==> src/rtl/uart_rx_param_if.sv <==
// Output side of the parametrised UART receiver: received word, status flags and
// the valid/ready handshake toward the consumer.
interface uart_rx_param_if #(
  parameter int DATA_BITS = 8
);
  logic                 i_ready;
  logic [DATA_BITS-1:0] o_data;
  logic                 o_valid;
  logic                 o_parity_err;
  logic                 o_frame_err;
  logic                 o_overrun;
  logic                 o_busy;

  modport master (
    input  i_ready,
    output o_data, o_valid, o_parity_err, o_frame_err, o_overrun, o_busy
  );

  modport slave (
    output i_ready,
    input  o_data, o_valid, o_parity_err, o_frame_err, o_overrun, o_busy
  );
endinterface

==> src/rtl/uart_rx_param.sv <==
// Parametrised UART receiver: 2-FF sync, 3-sample majority vote, optional parity,
// 1/2 stop bits, break handling and a valid/ready output with overrun detection.
module uart_rx_param #(
  parameter int CLKS_PER_BIT = 868,
  parameter int DATA_BITS    = 8,
  parameter int PARITY       = 0,
  parameter int STOP_BITS    = 1,
  parameter int MSB_FIRST    = 0
) (
  input  logic            i_clk,
  input  logic            i_rst_n,
  input  logic            i_rx,
  uart_rx_param_if.master rx_if
);
  localparam int CNT_W = $clog2(CLKS_PER_BIT);
  localparam int IDX_W = (DATA_BITS > 1) ? $clog2(DATA_BITS) : 1;
  localparam logic [CNT_W-1:0] HALF      = CNT_W'((CLKS_PER_BIT - 1) / 2);
  localparam logic [CNT_W-1:0] CNT_LAST  = CNT_W'(CLKS_PER_BIT - 1);
  localparam logic [IDX_W-1:0] IDX_LAST  = IDX_W'(DATA_BITS - 1);
  localparam logic             STOP_LAST = 1'(STOP_BITS - 1);

  localparam logic [2:0] ST_IDLE     = 3'd0;
  localparam logic [2:0] ST_START    = 3'd1;
  localparam logic [2:0] ST_DATA     = 3'd2;
  localparam logic [2:0] ST_PAR      = 3'd3;
  localparam logic [2:0] ST_STOP     = 3'd4;
  localparam logic [2:0] ST_BRK_WAIT = 3'd5;

  logic                 rx_meta_reg, rx_s_reg;
  logic [1:0]           rx_hist_reg;
  logic [1:0]           fill_reg;
  logic                 armed_reg;
  logic                 vote;
  logic [2:0]           state_reg, state_next;
  logic [CNT_W-1:0]     cnt_reg, cnt_next;
  logic [IDX_W-1:0]     idx_reg, idx_next, store_idx;
  logic                 stop_reg, stop_next;
  logic                 perr_reg, perr_next;
  logic                 ferr_reg, ferr_next;
  logic                 frame_bad;
  logic                 data_store, commit;
  logic [DATA_BITS-1:0] word_reg, data_reg;
  logic                 valid_reg, perr_out_reg, ferr_out_reg, overrun_reg;

  // fill_reg marks when rx_s_reg holds a real line sample rather than its reset value,
  // so a line held low across reset release can never arm the receiver.
  always_ff @(posedge i_clk or negedge i_rst_n) begin
    if (!i_rst_n) begin
      rx_meta_reg <= 1'b1;
      rx_s_reg    <= 1'b1;
      rx_hist_reg <= 2'b11;
      fill_reg    <= 2'b00;
      armed_reg   <= 1'b0;
    end else begin
      rx_meta_reg <= i_rx;
      rx_s_reg    <= rx_meta_reg;
      rx_hist_reg <= {rx_hist_reg[0], rx_s_reg};
      fill_reg    <= {fill_reg[0], 1'b1};
      if (fill_reg[1] && rx_s_reg) armed_reg <= 1'b1;
    end
  end

  assign vote = (rx_s_reg & rx_hist_reg[0]) | (rx_s_reg & rx_hist_reg[1]) |
                (rx_hist_reg[0] & rx_hist_reg[1]);
  assign frame_bad = ferr_reg | ~vote;
  assign store_idx = (MSB_FIRST != 0) ? (IDX_LAST - idx_reg) : idx_reg;

  always_comb begin
    state_next = state_reg;
    cnt_next   = cnt_reg;
    idx_next   = idx_reg;
    stop_next  = stop_reg;
    perr_next  = perr_reg;
    ferr_next  = ferr_reg;
    data_store = 1'b0;
    commit     = 1'b0;
    case (state_reg)
      ST_IDLE: begin
        cnt_next  = '0;
        idx_next  = '0;
        stop_next = 1'b0;
        perr_next = 1'b0;
        ferr_next = 1'b0;
        if (!rx_s_reg && armed_reg) state_next = ST_START;
      end
      ST_START: begin
        if (cnt_reg == HALF) begin
          cnt_next   = '0;
          state_next = vote ? ST_IDLE : ST_DATA;
        end else begin
          cnt_next = cnt_reg + 1'b1;
        end
      end
      ST_DATA: begin
        if (cnt_reg == CNT_LAST) begin
          cnt_next   = '0;
          data_store = 1'b1;
          if (idx_reg == IDX_LAST) state_next = (PARITY != 0) ? ST_PAR : ST_STOP;
          else                     idx_next   = idx_reg + 1'b1;
        end else begin
          cnt_next = cnt_reg + 1'b1;
        end
      end
      ST_PAR: begin
        if (cnt_reg == CNT_LAST) begin
          cnt_next   = '0;
          perr_next  = ((^word_reg) ^ vote) != (PARITY == 1);
          state_next = ST_STOP;
        end else begin
          cnt_next = cnt_reg + 1'b1;
        end
      end
      ST_STOP: begin
        if (cnt_reg == CNT_LAST) begin
          cnt_next  = '0;
          ferr_next = frame_bad;
          if (stop_reg == STOP_LAST) begin
            commit     = 1'b1;
            state_next = vote ? ST_IDLE : ST_BRK_WAIT;
          end else begin
            stop_next = stop_reg + 1'b1;
          end
        end else begin
          cnt_next = cnt_reg + 1'b1;
        end
      end
      ST_BRK_WAIT: begin
        if (rx_s_reg) state_next = ST_IDLE;
      end
      default: state_next = ST_IDLE;
    endcase
  end

  always_ff @(posedge i_clk or negedge i_rst_n) begin
    if (!i_rst_n) begin
      state_reg <= ST_IDLE;
      cnt_reg   <= '0;
      idx_reg   <= '0;
      stop_reg  <= 1'b0;
      perr_reg  <= 1'b0;
      ferr_reg  <= 1'b0;
    end else begin
      state_reg <= state_next;
      cnt_reg   <= cnt_next;
      idx_reg   <= idx_next;
      stop_reg  <= stop_next;
      perr_reg  <= perr_next;
      ferr_reg  <= ferr_next;
    end
  end

  for (genvar gi = 0; gi < DATA_BITS; gi++) begin : g_word
    always_ff @(posedge i_clk or negedge i_rst_n) begin
      if (!i_rst_n)                                     word_reg[gi] <= 1'b0;
      else if (data_store && store_idx == IDX_W'(gi))  word_reg[gi] <= vote;
    end
  end

  // A commit while the previous word is still unaccepted drops the new word.
  always_ff @(posedge i_clk or negedge i_rst_n) begin
    if (!i_rst_n) begin
      data_reg     <= '0;
      valid_reg    <= 1'b0;
      perr_out_reg <= 1'b0;
      ferr_out_reg <= 1'b0;
      overrun_reg  <= 1'b0;
    end else begin
      overrun_reg <= 1'b0;
      if (commit && valid_reg && !rx_if.i_ready) begin
        overrun_reg <= 1'b1;
      end else if (commit) begin
        data_reg     <= word_reg;
        perr_out_reg <= perr_reg;
        ferr_out_reg <= frame_bad;
        valid_reg    <= 1'b1;
      end else if (valid_reg && rx_if.i_ready) begin
        valid_reg <= 1'b0;
      end
    end
  end

  assign rx_if.o_data       = data_reg;
  assign rx_if.o_valid      = valid_reg;
  assign rx_if.o_parity_err = perr_out_reg;
  assign rx_if.o_frame_err  = ferr_out_reg;
  assign rx_if.o_overrun    = overrun_reg;
  assign rx_if.o_busy       = (state_reg != ST_IDLE);
endmodule

==> src/flat_wrapper.sv <==
// flat-port wrapper written by rule: the top's interface ports become plain ports
module uart_rx_param_flat 
#(
  parameter int CLKS_PER_BIT = 868,
  parameter int DATA_BITS    = 8,
  parameter int PARITY       = 0,
  parameter int STOP_BITS    = 1,
  parameter int MSB_FIRST    = 0
)
  (i_clk, i_rst_n, i_rx, rx_if_i_ready, rx_if_o_data, rx_if_o_valid, rx_if_o_parity_err, rx_if_o_frame_err, rx_if_o_overrun, rx_if_o_busy);
  uart_rx_param_if #(.DATA_BITS(DATA_BITS)) rx_if_i ();
  input  logic i_clk;
  input  logic i_rst_n;
  input  logic i_rx;
  input wire logic [$bits(rx_if_i.i_ready)-1:0] rx_if_i_ready;
  output wire logic [$bits(rx_if_i.o_data)-1:0] rx_if_o_data;
  output wire logic [$bits(rx_if_i.o_valid)-1:0] rx_if_o_valid;
  output wire logic [$bits(rx_if_i.o_parity_err)-1:0] rx_if_o_parity_err;
  output wire logic [$bits(rx_if_i.o_frame_err)-1:0] rx_if_o_frame_err;
  output wire logic [$bits(rx_if_i.o_overrun)-1:0] rx_if_o_overrun;
  output wire logic [$bits(rx_if_i.o_busy)-1:0] rx_if_o_busy;
  assign rx_if_i.i_ready = rx_if_i_ready;
  assign rx_if_o_data = rx_if_i.o_data;
  assign rx_if_o_valid = rx_if_i.o_valid;
  assign rx_if_o_parity_err = rx_if_i.o_parity_err;
  assign rx_if_o_frame_err = rx_if_i.o_frame_err;
  assign rx_if_o_overrun = rx_if_i.o_overrun;
  assign rx_if_o_busy = rx_if_i.o_busy;
  uart_rx_param #(.CLKS_PER_BIT(CLKS_PER_BIT), .DATA_BITS(DATA_BITS), .PARITY(PARITY), .STOP_BITS(STOP_BITS), .MSB_FIRST(MSB_FIRST)) u_core (.i_clk(i_clk), .i_rst_n(i_rst_n), .i_rx(i_rx), .rx_if(rx_if_i));
endmodule
==> config.mk <==
export PLATFORM = sky130hd
export DESIGN_NAME = uart_rx_param_flat
export DESIGN_NICKNAME = d
export VERILOG_FILES = /design/src/rtl/uart_rx_param_if.sv /design/src/rtl/uart_rx_param.sv /design/src/flat_wrapper.sv
export SDC_FILE = /design/constraint.sdc
export NUM_CORES = 1
export LEC_CHECK = 0
export ABC_AREA = 1
export CAP_MARGIN = 0
export CORE_UTILIZATION = 50
export CTS_CLUSTER_SIZE = 16
export DETAILED_ROUTE_END_ITERATION = 12
export HOLD_SLACK_MARGIN = 0.08
export PLACE_DENSITY = 0.7
export SYNTH_ARGS = -nofsm -noshare
export SYNTH_HDL_FRONTEND = slang
export SYNTH_SLANG_ARGS = --single-unit
==> constraint.sdc <==
create_clock -name i_clk -period 3 [get_ports i_clk]
set_input_delay 0.45 -clock i_clk [delete_from_list [all_inputs] [get_ports i_clk]]
set_output_delay 0.45 -clock i_clk [all_outputs]
set_load 0.02 [all_outputs]
==> results of run 1 <==
-- cells in the mapped netlist (all sizes together) --
| cell type | count |
|---|---|
| conb | 1 |
| nand3b | 1 |
| o21bai | 2 |
| nor3 | 3 |
| a21o | 1 |
| xor2 | 5 |
| inv | 38 |
| nor2 | 21 |
| nand3 | 17 |
| clkbuf | 1 |
| dfrtp | 41 |
| o21ai | 25 |
| ha | 8 |
| nand4 | 11 |
| or2 | 1 |
| nand2 | 117 |
| buf | 2 |
| dfstp | 4 |
-- layout make-up --
class | count | area share [%]
repair buffers | 16 | 5.722
clock inverters | 3 | 2.400
clock buffers | 5 | 2.538
inverters | 38 | 5.261
well taps | 52 | 2.400
flip-flops and latches | 45 | 41.72
multi-input cells | 213 | 39.96
-- worst max path at each step --
stage	depth (start not counted)	from	end	slack, ns
2_1_floorplan	9	u_core.cnt_reg[0]$_DFFE_PN0P_	u_core.rx_if.o_parity_err$_DFFE_PN0P_	1.57
3_3_place_gp	5	u_core.state_reg[0]$_DFFE_PN0P_	rx_if_o_busy	1.19
3_5_place_dp	5	u_core.state_reg[0]$_DFFE_PN0P_	rx_if_o_busy	1.16
4_1_cts	5	u_core.state_reg[0]$_DFFE_PN0P_	rx_if_o_busy	0.83
5_1_grt	5	u_core.state_reg[0]$_DFFE_PN0P_	rx_if_o_busy	0.74
6_report	5	u_core.state_reg[0]$_DFFE_PN0P_	rx_if_o_busy	0.84
-- cell families after synthesis --
| group | share of synthesized area, % |
|---|---|
| buffers and inverters | 6.940 |
| other | 0.1576 |
| AO/OA/AOI/OAI | 7.781 |
| flip-flops | 47.53 |
| XOR/XNOR | 1.840 |
| adder cells (fa/ha/maj) | 4.206 |
| AND/OR/NAND/NOR | 31.55 |
-- per-stage QoR --
step	std cells	instance area [um^2]	hold WS (ns)	utilization, %	total power, uW
5_1_grt	372	2711	0.3662	60.60	1631
3_3_place_gp	364	2577	0.3472	57.61	1008
3_5_place_dp	364	2577	0.3468	57.61	1016
6_report	372	2711	0.2952	60.60	1545
2_1_floorplan	299	2380	0.1544	-	919.5
4_1_cts	372	2711	0.3503	60.60	1560
-- per-layer routing --
metal	global-route usage [%]	wire [um]	share of wire, %
met5	0	0	0
met4	5.333	48	1.1
met3	4.701	143	3.4
met2	29.17	1831	43
met1	27.70	2238	53
-- power groups by stage --
stage / Sequential (uW) / Combinational (uW) / Clock [uW]
2_1_floorplan: 676 / 243 / 0
3_3_place_gp: 679 / 329 / 0
3_5_place_dp: 682 / 334 / 0
4_1_cts: 670 / 340 / 550
5_1_grt: 675 / 381 / 575
6_report: 671 / 337 / 537
-- worst max-delay path, delay by kind of cell, from the launching register on --
family | cells | cell delay (ns)
buffers and inverters | 3 | 0.74
DFF | 1 | 0.41
and+or+nand+nor | 2 | 0.27
==> results.rst, run 1 <==
.. list-table::
   :header-rows: 1

   * - Metric
     - Value
   * - Share of cells above drive strength 1
     - 11.25%
   * - Initial core utilization
     - 53.19%
   * - Minimum setup slack in the final design
     - roughly 0.84 ns
   * - Net Count, Synth
     - 311
   * - Startpoint class of the critical path
     - flop
   * - Static power due to leakage
     - 0.001325 uW
   * - Routability cong.
     - between 0.8 and 0.9
   * - Area growth from synthesis to layout
     - 13.93%
   * - Number of buffers between clock root and the deepest sink
     - 2
   * - Cell internal pwr
     - 1074 uW
   * - # Max-Cap Violations
     - 0
   * - Via count of the routed design
     - ~1800
   * - Commonest non-fill, non-tap cell in the layout
     - sky130_fd_sc_hd__nand2_1
   * - Global routing usage summed across all routing layers
     - about a fifth
   * - Antenna viol nets, final
     - 0
   * - Number of post-CTS setup repair buffers
     - 0
   * - WL per Instance
     - between 10 and 15 um
   * - Worst ir drop on vdd
     - 430.9 uV
   * - Most used cells in the layout excluding fill and tap cells
     - 114 x sky130_fd_sc_hd__nand2_1, 41 x sky130_fd_sc_hd__dfrtp_1, 33 x sky130_fd_sc_hd__inv_1
   * - Sinks on the clock net
     - 45
   * - CP max FO
     - 5
   * - Hold Violations, Final
     - 0
   * - Average cell area after synthesis
     - ~8 um^2
   * - RSZ-0062 raised after global routing
     - false
   * - Final nets
     - around 330
   * - Routed wire length
     - around 4300 um
   * - Worst r2r path cells
     - 8
   * - Number of gates resized after cts
     - 0
   * - CP endpoint kind
     - output port
   * - Width of the die
     - just over 70 um
   * - Violated checks
     - DRC
   * - Cell row count
     - 24
   * - Switching power
     - ~470 uW
   * - Share of power burned in registers
     - 43.4%
   * - Final Max Slew Viols
     - 0
   * - Wire length of the first global-routing pass
     - 7652 um
   * - CTS tree
     - built
   * - Number of antenna violations at the first check in global routing
     - 0
   * - Number of storage elements in the synthesis netlist
     - 45
   * - Reg-to-reg slack, setup
     - approximately 1.4 ns
   * - Port-buffer cells
     - 16
   * - Overall die area
     - between 5000 and 6000 um^2
   * - Via count of the first global-routing pass
     - 1686
   * - Post-synthesis instance area
     - 2380 um^2
   * - Die height
     - 70.99 um
   * - HPWL after DPL
     - 3099 um
   * - Max-slew headroom
     - 34.27%
   * - Worst Max-Slew Pin Slew
     - just under 1 ns
   * - TritonRoute pass-1 iters
     - 11
   * - Std-Cell Core Area
     - roughly 4500 um^2
   * - Slowest cell delay on critical path
     - 0.56 ns
   * - CTS Hold Buffers Added
     - 0
   * - Antenna diodes
     - 0
   * - Setup Viol. Count Final
     - 0
   * - Top post-synthesis cells by area
     - sky130_fd_sc_hd__dfrtp_1 43%, sky130_fd_sc_hd__nand2_1 18%, sky130_fd_sc_hd__inv_1 5.2%, sky130_fd_sc_hd__dfstp_2 4.4%, sky130_fd_sc_hd__ha_1 4.2%
   * - Number of ports placed on the die boundary
     - 17
   * - Status
     - finished, violations left
   * - Total CTS buffers
     - 5
   * - Critical register-to-register path startpoint
     - u_core.cnt_reg[1]$_DFFE_PN0P_
   * - Data arrival time of the critical path
     - ~1.7 ns
   * - Clock network fraction of total power
     - 34.8%
   * - H-tree level count
     - 2
   * - Worst slack after detailed placement
     - 1.159 ns
   * - Fraction of the cycle the final worst path needs
     - 72.11%
   * - Switching part of the total
     - 30.51%
   * - Mapped Cells
     - ~300
   * - Number of fillers in the final layout
     - 409
   * - Combinational share of power
     - between 20% and 30%
   * - Area of the multi-input gates
     - 1084 um^2
   * - Worst R2R End
     - u_core.state_reg[2]$_DFFE_PN0P_
   * - Worst path cell trace
     - nor2_1 > inv_1 > nor2_1 > inv_1 > clkdlybuf4s50_1
   * - Reg area
     - between 1000 and 1500 um^2
   * - Final critical path time including I/O delays and setup
     - roughly 2.2 ns
   * - Hold WC Path Type
     - input port to asynchronous set/reset pin
   * - Starting DRT DRC Count
     - 95
   * - Cell Pwr Density
     - between 500 and 600 nW/um^2
   * - Critical Path Slowest Stage Cell
     - sky130_fd_sc_hd__clkdlybuf4s50_1
   * - Residual DRC
     - 3
   * - Master cell of the clock root buffer
     - sky130_fd_sc_hd__clkbuf_8
   * - Detail-routed via count per cell
     - 4.957
   * - Total number of yosys warnings
     - 0
   * - Top cell type's share of synthesized area
     - 43.11%
   * - Pin count of the biggest net entering global routing
     - 46
   * - Final TNS setup
     - 0 ns
   * - Register clock-pin slew on the reported worst setup and hold paths
     - 0.09 ns
   * - Data required time at the worst endpoint
     - 2.55 ns
   * - FMAX
     - 0.4623 GHz
   * - Setup CP Type
     - flop to output port
   * - Number of flip-flops under the largest register name
     - 10
   * - Part of the Yosys area used for sequential elements
     - 47.53%
   * - Final setup skew
     - 0.008912 ns
   * - Post-synth top area cell
     - sky130_fd_sc_hd__dfrtp_1
   * - Insertion delay of the later-clocked pin in the worst-skew pair
     - 0.30 ns
   * - Overflow left after global routing
     - 0
   * - Cell variety after synth
     - 27
(Power assumes the default switching activity.)
==> run 2, diff against run 1 <==
Settings changed: PLACE_DENSITY 0.7 to 0.72.
Clock period 3 ns to 1.9 ns, I/O delays scaled along.
==> results.rst, run 2 (synthesis gave the netlist of run 1 again) <==
.. list-table::
   :header-rows: 1

   * - Metric
     - Value
   * - Status
     - finished, violations left
   * - Violated checks
     - DRC
   * - Area growth from synthesis to layout
     - 13.62%
   * - TritonRoute pass-1 iters
     - 8 (-3)
   * - Max-slew headroom
     - 64.29% (+30 points)
   * - Most used cells in the layout excluding fill and tap cells
     - 114 x sky130_fd_sc_hd__nand2_1, 41 x sky130_fd_sc_hd__dfrtp_1, 33 x sky130_fd_sc_hd__inv_1
   * - Reg-to-reg slack, setup
     - 0.31 ns (-1.05 ns)
   * - Global routing usage summed across all routing layers
     - 18.60% (-0.67 points)
   * - Hold Violations, Final
     - 0 (unchanged)
   * - Std-Cell Core Area
     - 4474 um^2 (unchanged)
   * - Fraction of the cycle the final worst path needs
     - 91.70%
   * - Via count of the routed design
     - 1832 (-0.65%)
   * - Via count of the first global-routing pass
     - 1657 (-1.7%)
   * - Smallest hold slack
     - 0.3560 ns (+0.06084 ns)
   * - Port-buffer cells
     - 16 (unchanged)
   * - Register clock-pin slew on the reported worst setup and hold paths
     - 0.08 ns (about the same)
   * - Detail-routed via count per cell
     - 4.885 (-1.4%)
   * - Static power due to leakage
     - 0.001326 uW (about the same)
   * - WL per Instance
     - 10.82 um (-5.5%)
   * - Overflow left after global routing
     - 0 (unchanged)
   * - RSZ-0062 raised after global routing
     - false
   * - Data arrival time of the critical path
     - 1.46 ns (-0.25 ns)
   * - Slowest cell delay on critical path
     - 0.41 ns (-0.15 ns)
   * - Pin count of the biggest net entering global routing
     - 46 (unchanged)
   * - Routed wire length
     - 4058 um (-4.8%)
   * - HPWL after DPL
     - 3063 um (-1.2%)
   * - Initial core utilization
     - 53.19% (unchanged)
   * - Total CTS buffers
     - 5 (unchanged)
   * - Antenna viol nets, final
     - 0 (unchanged)
   * - CP endpoint kind
     - output port
   * - Non-Filler Instances
     - 375 (+0.81%)
   * - Final Max Slew Viols
     - 0 (unchanged)
   * - CTS tree
     - built
   * - Cell row count
     - 24 (unchanged)
   * - Overall die area
     - 5040 um^2 (unchanged)
   * - Die height
     - 70.99 um (unchanged)
   * - H-tree level count
     - 2 (unchanged)
   * - Number of ports placed on the die boundary
     - 17 (unchanged)
   * - Worst Max-Slew Pin Slew
     - 0.5356 ns (-0.4503 ns)
   * - Final critical path time including I/O delays and setup
     - 1.742 ns
   * - Sinks on the clock net
     - 45 (unchanged)
   * - Starting DRT DRC Count
     - 98 (+3.2%)
   * - Final TNS setup
     - 0 ns (unchanged)
   * - Number of flip-flops under the largest register name
     - 10 (unchanged)
   * - Final nets
     - 334 (+0.91%)
   * - Number of placed instances with taps included
     - 366 (+0.55%)
   * - Worst ir drop on vdd
     - 519.4 uV (+21%)
   * - Residual DRC
     - 2 (-1)
   * - Number of buffers between clock root and the deepest sink
     - 2 (unchanged)
   * - Data required time at the worst endpoint
     - 1.62 ns (-0.93 ns)
   * - Critical path's top delay family
     - buffers and inverters
   * - Startpoint class of the critical path
     - flop
   * - Critical Path Slowest Stage Cell
     - sky130_fd_sc_hd__dfrtp_1
   * - Width of the die
     - 70.99 um (unchanged)
   * - Antenna diodes
     - 0 (unchanged)
   * - Worst path cell trace
     - nor2_1 > inv_1 > nor2_1 > inv_1 > clkdlybuf4s15_1
   * - Routability cong.
     - 0.8621 (+7.4%)
   * - Setup CP Type
     - flop to output port
   * - Master cell of the clock root buffer
     - sky130_fd_sc_hd__clkbuf_8
   * - Final design instance area without fill
     - 2704 um^2 (-0.28%)
   * - FMAX
     - approximately 0.57 GHz
   * - CP max FO
     - 5 (unchanged)
   * - Wire length of the first global-routing pass
     - 7272 um (-5.0%)
   * - Number of antenna violations at the first check in global routing
     - 0 (unchanged)
   * - Combined buffer and inverter count along the critical path
     - 3 (unchanged)
   * - Area after DPL
     - 2592 um^2 (+0.58%)
   * - Hold WC Path Type
     - flop to flop
   * - Number of fillers in the final layout
     - 405 (-0.98%)
   * - # Max-Cap Violations
     - 0 (unchanged)
   * - Cell Pwr Density
     - 823.1 nW/um^2 (+44%)
   * - Share of cells above drive strength 1
     - 11.76% (+0.51 points)
   * - Insertion delay of the later-clocked pin in the worst-skew pair
     - 0.30 ns (about the same)
   * - Commonest non-fill, non-tap cell in the layout
     - sky130_fd_sc_hd__nand2_1
   * - Final setup skew
     - 0.007139 ns (-0.001773 ns)
   * - Setup Viol. Count Final
     - 0 (unchanged)
-- run 2: power by group --
group          internal (uW)  total (uW)  switching [uW]
Sequential              1010        1060            45.2
Combinational            161         527             366
Clock                    329         640             311
-- run 2: worst register-to-register path, delay by kind of cell, from the launching register on --
kind,cells,cell delay (ns)
AO/OA/AOI/OAI,1,0.07
buffers and inverters,1,0.09
adder cells (fa/ha/maj),1,0.22
AND/OR/NAND/NOR,5,0.70
flip-flops,1,0.38
-- run 2: stage by stage --
stage	setup WS, ns	total power (uW)	utilization (%)
floorplan	0.4714	1452	-
global placement	0.2591	1597	57.94
detailed placement	0.2223	1611	57.94
CTS	0.1068	2258	60.40
global route	0.02125	2383	60.43
finish	0.1577	2226	60.43
-- run 2: worst paths after layout --
kind                                                  end  cells after the start                            start
max reg2reg                u_core.word_reg[7]$_DFFE_PN0P_                      8    u_core.cnt_reg[0]$_DFFE_PN0P_
min reg2reg                  u_core.fill_reg[1]$_DFF_PN0_                      0     u_core.fill_reg[0]$_DFF_PN0_
max                                          rx_if_o_busy                      5  u_core.state_reg[0]$_DFFE_PN0P_
min in group asynchronous   u_core.cnt_reg[2]$_DFFE_PN0P_                      3                          i_rst_n
max in group asynchronous    u_core.rx_meta_reg$_DFF_PN1_                      3                          i_rst_n
min                          u_core.fill_reg[1]$_DFF_PN0_                      0     u_core.fill_reg[0]$_DFF_PN0_
-- run 2: repair_timing --
item	in CTS	in global routing
gates resized for setup	1	1
setup endpoints to repair	1	1
hold endpoints to repair	37	0
hold buffers	1	0
setup buffers	0	0
pin swaps	0	0
-- run 2: metal layers --
layer / global-route usage [%] / share of wire [%]
met2: 27.78 / 42
met1: 26.46 / 52
met3: 3.704 / 3.8
met4: 8.000 / 1.9
met5: 0 / 0
-- run 2: area by class of cell --
class	count	area [um^2]	share of cell area [%]
timing repair buffer	19	180.2	6.664
multi-input combinational	213	1084	40.07
clock buffer	7	96.34	3.563
sequential	45	1131	41.83
clock inverter	1	5.005	0.1851
tap	52	65.06	2.406
inverter	38	142.6	5.275
==> run 3, diff against run 2 <==
Settings changed: CORE_UTILIZATION 50 to 52, PLACE_DENSITY 0.72 to 0.75, SKIP_LAST_GASP set to 1.
==> results.rst, run 3 (synthesis gave the netlist of run 1 again) <==
.. list-table::
   :header-rows: 1

   * - Metric
     - Value
   * - Max-slew headroom
     - 62.86% (-1.4 points)
   * - Final TNS setup
     - 0 ns (unchanged)
   * - Startpoint class of the critical path
     - flop
   * - Setup CP Type
     - flop to flop
   * - CP endpoint kind
     - flop
   * - Fraction of the cycle the final worst path needs
     - 89.02% (-2.7 points)
   * - Overall die area
     - 4851 um^2 (-3.7%)
   * - Cell row count
     - 24 (unchanged)
   * - Die height
     - 69.65 um (-1.9%)
   * - Top Usage Layer GRT
     - met2
   * - Number of placed instances with taps included
     - 366 (unchanged)
   * - Std-Cell Core Area
     - 4384 um^2 (-2.0%)
   * - Starting DRT DRC Count
     - 124 (+27%)
   * - Total CTS buffers
     - 5 (unchanged)
   * - Area growth from synthesis to layout
     - 15.30%
   * - Final setup skew
     - 0.006545 ns (-0.0005941 ns)
   * - Static power due to leakage
     - 0.001344 uW (+1.4%)
   * - Via count of the routed design
     - 1892 (+3.3%)
   * - Sinks on the clock net
     - 45 (unchanged)
   * - Wire length of the first global-routing pass
     - 7679 um (+5.6%)
   * - FMAX
     - 0.5912 GHz (+3.0%)
   * - Master cell of the clock root buffer
     - sky130_fd_sc_hd__clkbuf_8
   * - Number of ports placed on the die boundary
     - 17 (unchanged)
   * - Number of flip-flops under the largest register name
     - 10 (unchanged)
   * - Worst ir drop on vdd
     - 569.1 uV (+9.6%)
   * - Overflow left after global routing
     - 0 (unchanged)
   * - Via count of the first global-routing pass
     - 1682 (+1.5%)
   * - Cell Pwr Density
     - 886.9 nW/um^2 (+7.8%)
   * - Antenna viol nets, final
     - 0 (unchanged)
   * - Insertion delay of the later-clocked pin in the worst-skew pair
     - 0.30 ns (about the same)
   * - Hold Violations, Final
     - 0 (unchanged)
   * - WL per Instance
     - 11.59 um (+7.1%)
   * - CP max FO
     - 15 (+10)
   * - # Max-Cap Violations
     - 0 (unchanged)
   * - Data required time at the worst endpoint
     - 2.06 ns (+0.44 ns)
   * - Met3 Resource Use GR
     - 4.360% (+0.66 points)
   * - Antenna diodes
     - 0 (unchanged)
   * - Share of cells above drive strength 1
     - 12.07% (+0.31 points)
   * - Hold WC Path Type
     - flop to flop
   * - Detail-routed via count per cell
     - 5.045 (+3.3%)
   * - Final critical path time including I/O delays and setup
     - 1.691 ns (-0.05083 ns)
   * - Worst Max-Slew Pin Slew
     - 0.5528 ns (+0.01723 ns)
   * - Final nets
     - 334 (unchanged)
   * - Met1 track demand over resource
     - 28.23% (+1.8 points)
   * - CTS tree
     - built
   * - H-tree level count
     - 2 (unchanged)
   * - Global-route met2 utilization
     - 30.31% (+2.5 points)
   * - Setup Viol. Count Final
     - 0 (unchanged)
   * - Most used cells in the layout excluding fill and tap cells
     - 114 x sky130_fd_sc_hd__nand2_1, 41 x sky130_fd_sc_hd__dfrtp_1, 33 x sky130_fd_sc_hd__inv_1
   * - Data arrival time of the critical path
     - 1.85 ns (+0.39 ns)
   * - Routed wire length
     - 4348 um (+7.1%)
   * - Number of fillers in the final layout
     - 401 (-0.99%)
   * - RSZ-0062 raised after global routing
     - false
   * - Number of post-CTS setup repair buffers
     - 0 (unchanged)
   * - Residual DRC
     - 0 (-2)
   * - Initial core utilization
     - 54.28% (+1.1 points)
   * - Final Max Slew Viols
     - 0 (unchanged)
   * - Non-Filler Instances
     - 375 (unchanged)
   * - Routability cong.
     - 0.8227 (-4.6%)
   * - Number of buffers between clock root and the deepest sink
     - 2 (unchanged)
   * - Number of antenna violations at the first check in global routing
     - 0 (unchanged)
   * - Commonest non-fill, non-tap cell in the layout
     - sky130_fd_sc_hd__nand2_1
   * - HPWL after DPL
     - 3175 um (+3.7%)
   * - Global routing usage summed across all routing layers
     - 19.78% (+1.2 points)
   * - Register clock-pin slew on the reported worst setup and hold paths
     - 0.09 ns (about the same)
   * - TritonRoute pass-1 iters
     - 4 (-4)
   * - Pin count of the biggest net entering global routing
     - 25 (-46%)
   * - Width of the die
     - 69.65 um (-1.9%)
   * - Status
     - finished, final reports clean
   * - Port-buffer cells
     - 16 (unchanged)
## run 3: changes by cell type in the layout (fill, tap and decap cells not counted), sizes merged
cell and change:
bufinv +2, clkbuf -1, clkdlybuf4s15 -1
## run 3: critical path, cell delays in order (launching register included)
cell,delay (ns)
sky130_fd_sc_hd__dfrtp_1,0.38
sky130_fd_sc_hd__ha_1,0.23
sky130_fd_sc_hd__nand2_1,0.07
sky130_fd_sc_hd__inv_1,0.09
sky130_fd_sc_hd__nand4_4,0.18
sky130_fd_sc_hd__nor2_4,0.30
sky130_fd_sc_hd__nand2_1,0.13
sky130_fd_sc_hd__nand2_1,0.09
sky130_fd_sc_hd__o21ai_0,0.09
## run 3: layout make-up
cell class	count	area, um^2	area share [%]
clock inverters	3	65.06	2.371
repair buffers	19	187.7	6.840
flip-flops and latches	45	1131	41.22
clock buffers	5	68.82	2.508
inverters	38	142.6	5.198
multi-input cells	213	1084	39.49
well taps	52	65.06	2.371
## run 3: per-stage QoR
step                instance area (um^2)  power, uW  setup WS [ns]  hold slack, ns  util [%]
floorplan                           2380       1452         0.4714        -0.01059         -
global placement                    2605       1597         0.2691          0.2843     59.42
detailed placement                  2605       1613         0.2239          0.2871     59.42
global route                        2744       2573        0.05752          0.3608     62.59
finish                              2744       2434         0.2086          0.3586     62.59
CTS                                 2748       2455         0.1019          0.3599     62.67
## run 3: path summary, 6_finish.rpt
| kind | start | end | slack (ns) | cells past startpoint |
|---|---|---|---|---|
| max in group asynchronous | i_rst_n | u_core.rx_hist_reg[1]$_DFF_PN1_ | 0.83 | 3 |
| min | u_core.rx_meta_reg$_DFF_PN1_ | u_core.rx_s_reg$_DFF_PN1_ | 0.36 | 0 |
| max | u_core.cnt_reg[0]$_DFFE_PN0P_ | u_core.word_reg[7]$_DFFE_PN0P_ | 0.21 | 8 |
| min reg2reg | u_core.rx_meta_reg$_DFF_PN1_ | u_core.rx_s_reg$_DFF_PN1_ | 0.36 | 0 |
| min in group asynchronous | i_rst_n | u_core.rx_if.o_data[7]$_DFFE_PN0P_ | 0.49 | 2 |
| max reg2reg | u_core.cnt_reg[0]$_DFFE_PN0P_ | u_core.word_reg[7]$_DFFE_PN0P_ | 0.21 | 8 |
## run 3: per-layer routing
metal / wire, um / vias up
met3: 173 / 7
li1: - / 989
met2: 1954 / 34
met4: 56 / 0
met5: 0 / -
met1: 2164 / 862
## run 3: power breakdown
group	total (uW)	internal (uW)	switching (uW)
clock	851	522	328
sequential	1060	1010	45.2
combinational	524	157	368
total	2430	1690	741
## run 3: what timing repair did
action,4_1_cts,5_1_grt
setup endpoints to repair,1,1
hold buffers,1,0
pin swaps,0,0
resized for setup,1,2
hold endpoints to repair,21,0
